### config.mk
export PLATFORM = sky130hd
export DESIGN_NAME = uart_axis_responder
export DESIGN_NICKNAME = d
export VERILOG_FILES = /design/src/rtl/uart_axis_responder.sv
export SDC_FILE = /design/constraint.sdc
export NUM_CORES = 1
export LEC_CHECK = 0
export CAP_MARGIN = 0
export CORE_ASPECT_RATIO = 2
export CORE_MARGIN = 2
export CORE_UTILIZATION = 35
export CTS_BUF_LIST = sky130_fd_sc_hd__clkbuf_2 sky130_fd_sc_hd__clkbuf_4 sky130_fd_sc_hd__clkbuf_8
export DETAILED_ROUTE_END_ITERATION = 8
export RECOVER_POWER = 25
export SLEW_MARGIN = 20
export SYNTH_ARGS = -nofsm -noshare
export SYNTH_HDL_FRONTEND = slang
export SYNTH_SLANG_ARGS = --single-unit
export TNS_END_PERCENT = 20
### constraint.sdc
create_clock -name CLK_50 -period 2.64 [get_ports CLK_50]
set_input_delay 0.528 -clock CLK_50 [delete_from_list [all_inputs] [get_ports CLK_50]]
set_output_delay 0.528 -clock CLK_50 [all_outputs]
set_load 0.05 [all_outputs]
### src/rtl/uart_axis_responder.sv
// Command/response sequencer: decodes 'x'/'y'/'z' from the UART receiver, selects the
// accelerometer axis, waits for the reading to settle and streams a framed reply to the transmitter.
module uart_axis_responder #(
  parameter int SETTLE_CYCLES = 50000,
  parameter bit SEND_CHECKSUM = 1'b1
) (
  input  logic        CLK_50,
  input  logic        iRSTN,
  input  logic [7:0]  rx_data,
  input  logic        rx_ready,
  input  logic        tx_busy,
  output logic        tx_start,
  output logic [7:0]  tx_data,
  input  logic [15:0] sample,
  output logic [2:0]  dimension,
  output logic        busy,
  output logic        cmd_dropped,
  output logic [7:0]  frame_count
);

  // state  | meaning
  // IDLE   | waiting for a command byte
  // SETTLE | dimension driven, waiting for the SPI reader to settle
  // LOAD   | waiting for an idle transmitter, then launching the current byte
  // GUARD  | one cycle covering the transmitter's registered busy latency
  // DRAIN  | waiting for the transmitter to finish the current byte
  // DONE   | frame complete, bump the frame counter
  localparam logic [2:0] IDLE   = 3'd0;
  localparam logic [2:0] SETTLE = 3'd1;
  localparam logic [2:0] LOAD   = 3'd2;
  localparam logic [2:0] GUARD  = 3'd3;
  localparam logic [2:0] DRAIN  = 3'd4;
  localparam logic [2:0] DONE   = 3'd5;

  localparam logic [19:0] SETTLE_LAST = 20'(SETTLE_CYCLES - 1);
  localparam logic [1:0]  AXIS_LAST   = SEND_CHECKSUM ? 2'd3 : 2'd2;

  logic [2:0]  state;
  logic [19:0] settleCnt;
  logic [7:0]  header;
  logic [15:0] cap;
  logic [7:0]  chk;
  logic [1:0]  byteIdx;
  logic [1:0]  lastIdx;
  logic        axisFrame;
  logic        isAxisCmd;
  logic [7:0]  curByte;

  assign isAxisCmd = (rx_data == 8'h78) || (rx_data == 8'h79) || (rx_data == 8'h7A);
  assign busy      = (state != IDLE);

  always_comb begin
    curByte = header;
    case (byteIdx)
      2'd1:    curByte = cap[7:0];
      2'd2:    curByte = cap[15:8];
      2'd3:    curByte = chk;
      default: curByte = header;
    endcase
  end

  always_ff @(posedge CLK_50 or negedge iRSTN) begin
    if (!iRSTN) begin
      state       <= IDLE;
      settleCnt   <= '0;
      header      <= '0;
      cap         <= '0;
      chk         <= '0;
      byteIdx     <= '0;
      lastIdx     <= '0;
      axisFrame   <= 1'b0;
      tx_start    <= 1'b0;
      tx_data     <= '0;
      dimension   <= '0;
      cmd_dropped <= 1'b0;
      frame_count <= '0;
    end else begin
      tx_start    <= 1'b0;
      cmd_dropped <= rx_ready && (state != IDLE);
      case (state)
        IDLE: begin
          if (rx_ready) begin
            byteIdx <= '0;
            if (isAxisCmd) begin
              // 'x','y','z' differ only in the two low bits, which map straight to 0/1/2
              dimension <= {1'b0, rx_data[1:0]};
              header    <= rx_data;
              settleCnt <= '0;
              axisFrame <= 1'b1;
              lastIdx   <= AXIS_LAST;
              state     <= SETTLE;
            end else begin
              header    <= 8'h3F;
              axisFrame <= 1'b0;
              lastIdx   <= 2'd0;
              state     <= LOAD;
            end
          end
        end
        SETTLE: begin
          settleCnt <= settleCnt + 20'd1;
          if (settleCnt == SETTLE_LAST) begin
            cap   <= sample;
            chk   <= header ^ sample[7:0] ^ sample[15:8];
            state <= LOAD;
          end
        end
        LOAD: begin
          if (!tx_busy) begin
            tx_start <= 1'b1;
            tx_data  <= curByte;
            state    <= GUARD;
          end
        end
        GUARD: state <= DRAIN;
        DRAIN: begin
          if (!tx_busy) begin
            if (byteIdx != lastIdx) begin
              byteIdx <= byteIdx + 2'd1;
              state   <= LOAD;
            end else begin
              state <= DONE;
            end
          end
        end
        DONE: begin
          if (axisFrame) frame_count <= frame_count + 8'd1;
          state <= IDLE;
        end
        default: state <= IDLE;
      endcase
    end
  end

endmodule

==> out/results.tsv <==
stage	metric	value	unit
status	status	finished with violations	
status	failing checks	max-capacitance violations, max-slew violations	
worst_setup_path	Critical Path Start	state[1]	
worst_setup_path	CP Capture Type	primary output	
global_route	first-pass GRT wire length	14800	um
worst_setup_path	CP Class	reg -> out	
worst_setup_path	CP Cell Sequence	nor2_1 -> nand2_1 -> clkdlybuf4s50_1	
placed_design	GPL Wtd Cong	0.811	
clock_tree	clk sinks	78	
floorplanning	die area	11800	sq um
worst_setup_path	worst flop-to-flop path endpoint	cap[15]	
worst_setup_path	Max FO, Critical Path	5	
layout	Fillers	1066	
sta	Worst-Margin Slew	1.95	ns
clock_tree	Clock Pin Slew Worst Setup and Hold Paths	0.08	ns
worst_setup_path	Reg2Reg Launch Point	settleCnt[10]	
sta	Max-slew headroom	-30.1	%
worst_setup_path	slowest cell on the critical path	clkdlybuf4s50_1	
sta	max-slew violation count	79	
floorplanning	Die Span X	77.9	um
detailed_routing	DRC Markers	0	
sta	worst hold margin	0.479	ns
detailed_routing	drt pass-1 iters	6	
clock_tree	post-CTS sizing	0	
logic_synthesis	EDFF count, synth	0	
logic_synthesis	count of different cell masters after synthesis	46	
floorplanning	row cnt	54	
logic_synthesis	Synth Warn #	0	
global_route	met3 Track Usage GR	2.91	%
global_route	GRT Util Overall	15.7	%
logic_synthesis	top-area cell type share of the netlist area	51.0	%
logic_synthesis	syn avg cell area	10.7	sq um
floorplanning	core area	10800	sq um
layout	Final Util	43.5	%
layout	Ant. Diodes	0	
global_route	pin count of the biggest net entering global routing	79	
detailed_routing	Iteration-0 DRC Markers	142	
logic_synthesis	Async SR Flop Fraction	100	%
pwr	Peak VDD IR	577	uV
logic_synthesis	Synth Register Bits	78	
global_route	GR Layer Usage met2	28.9	%
placed_design	setup slack at placement	0.274	ns
worst_setup_path	critical path's largest stage delay	0.72	ns
logic_synthesis	Post-Syn Nets	393	
logic_synthesis	top_reg_cell synth	dfrtp_1	
sta	fmax	414	MHz
global_route	vias in the first global route	3006	
logic_synthesis	Synth top cells by count	78 x dfrtp_1, 35 x nand2_1, 25 x mux2_2	
logic_synthesis	area leader, netlist	dfrtp_1	
detailed_routing	vias	2898	
logic_synthesis	sequential element share of the synthesized area	51.0	%
placed_design	dpl hpwl	6330	um
detailed_routing	Routed WL	8720	um
pwr	PwrDens	882	nW/um^2
global_route	met1 Track Usage GR	16.8	%
logic_synthesis	Netlist Area Pre-Place	3830	sq um
min_path	Min-Delay Path Class	reg -> reg	
global_route	GR Overflow Total	0	
floorplanning	Die Height	152	um
detailed_routing	vias per std cell	5.24	
global_route	initial antenna violation count	0	
floorplanning	I/O pin cnt	50	
logic_synthesis	Post-Synthesis Cells	359	
clock_tree	Num CTS Buffers	9	
pwr	LEAKAGE	1.99	nW
sta	clk_skew	0.0112	ns
clock_tree	clk_lat worst skew	0.36	ns
sta	final setup violation count	0	
sta	unrepaired setup endpoints after global routing	false	
global_route	grt peak-use layer	met2	
sta	Final Hold Viols	0	
worst_setup_path	WP data required	2.11	ns
sta	setup total negative slack	0	ns
detailed_routing	Wirelength per Cell	15.8	um
worst_setup_path	Worst setup endpoint	busy	
worst_setup_path	CP Launch Type	register	
placed_design	IO Port Bufs	48	
layout	net count of the finished layout	442	
logic_synthesis	most common cell in the synthesized netlist	dfrtp_1	
clock_tree	TritonCTS clock tree	yes	
clock_tree	CTS max path bufs	2	
detailed_routing	ANT nets after route	0	
clock_tree	H-tree depth	3	
clock_tree	CTS Root Cell	clkbuf_8	
logic_synthesis	Area contributors post-synth	dfrtp_1 51%, mux2_2 7.4%, xnor2_1 5.3%	
job	Max-Cap Viols	1	
worst_setup_path	r2r setup slk	0.57	ns
floorplanning	Initial Util	35.4	%
sta	Tmin final	2.41	ns
layout	area grow syn2layout	23.0	%
worst_setup_path	CP arrival	1.89	ns
clock_tree	post-CTS setup buffers	0	
sta	Setup WS post-layout	0.225	ns
layout	ratio of cells with drive above 1 in the final layout	14.3	%
worst_setup_path	reg2reg path depth	5	
clock_tree	CTS Hold Bufs	0	
sta	Final period util	91.5	%
[layout make-up]
cell class                 count  area (sq um)  share of cell area, %
sequential                    78          1950                   41.5
multi-input combinational    255          1760                   37.5
timing repair buffer          58           551                   11.7
tap                          140           175                   3.72
clock buffer                   9           124                   2.63
clock inverter                 7           120                   2.55
inverter                       6          22.5                  0.478
[registers in the layout, indices dropped and copies added, names as in the netlist]
register and flops:
settleCnt 20, cap 16, chk 8, frame_count 8, header 8, tx_data 8, state 3, byteIdx 2
dimension 2, cmd_dropped 1, lastIdx 1, tx_start 1
[per-stage QoR]
stage / cells / area [sq um] / total power [mW]
detailed placement: 537 / 4480 / 3.09
finish: 553 / 4710 / 4.15
global route: 553 / 4710 / 4.42
global placement: 537 / 4480 / 3.06
floorplan: 359 / 3830 / 2.60
CTS: 553 / 4720 / 4.20
[cell usage in the layout (no fill, tap or decap), types with 15 or more instances in the layout]
| master | n |
|---|---|
| xnor2_1 | 23 |
| mux2_2 | 25 |
| nor2_1 | 22 |
| nand4_1 | 15 |
| o21ai_0 | 18 |
| nand2_1 | 35 |
| dfrtp_1 | 78 |
| clkdlybuf4s50_1 | 47 |
| a21oi_1 | 16 |
[worst max-delay path, delay by kind of cell (launching register included)]
kind,cells,cell delay [ns]
buffers and inverters,1,0.72
and+or+nand+nor,2,0.43
DFF,1,0.38
[how the worst min path moves through the flow]
stage	from	end	slack [ns]	cells after the start
2_1_floorplan	iRSTN	byteIdx[0]	0.23	0
3_3_place_gp	frame_count[7]	frame_count[7]	0.46	1
3_5_place_dp	frame_count[7]	frame_count[7]	0.47	1
4_1_cts	iRSTN	settleCnt[2]	0.19	2
5_1_grt	settleCnt[9]	settleCnt[9]	0.51	1
6_report	frame_count[7]	frame_count[7]	0.48	1
[routing by layer]
metal	wire length, um	vias to the layer above	part of all wire, %
met1	3300	1427	38
met2	4880	65	56
met4	257	0	2.9
met3	283	18	3.2
li1	-	1388	-
met5	0	-	0
[report_power, final]
group | switching [mW] | leakage (nW) | internal (mW)
logic | 0.892 | 0.883 | 0.529
registers | 0.221 | 0.983 | 1.42
clock network | 0.460 | 0.120 | 0.631
total | 1.57 | 1.99 | 2.58
[kinds of logic (layout without fill, tap and decap cells)]
logic type / count (synthesis) / count (layout) / share of synthesized area, %
muxes: 29 / 29 / 8.40
AOI/OAI and AO/OA: 60 / 60 / 10.3
other: 1 / 1 / 0.0980
DFF: 78 / 78 / 51.0
xor gates and xnor gates: 31 / 31 / 7.10
and+or+nand+nor: 128 / 128 / 18.1
adders and majority gates: 6 / 6 / 1.96
buffers and inverters: 26 / 80 / 2.98
No activity file was read; power rests on OpenSTA's default activity.
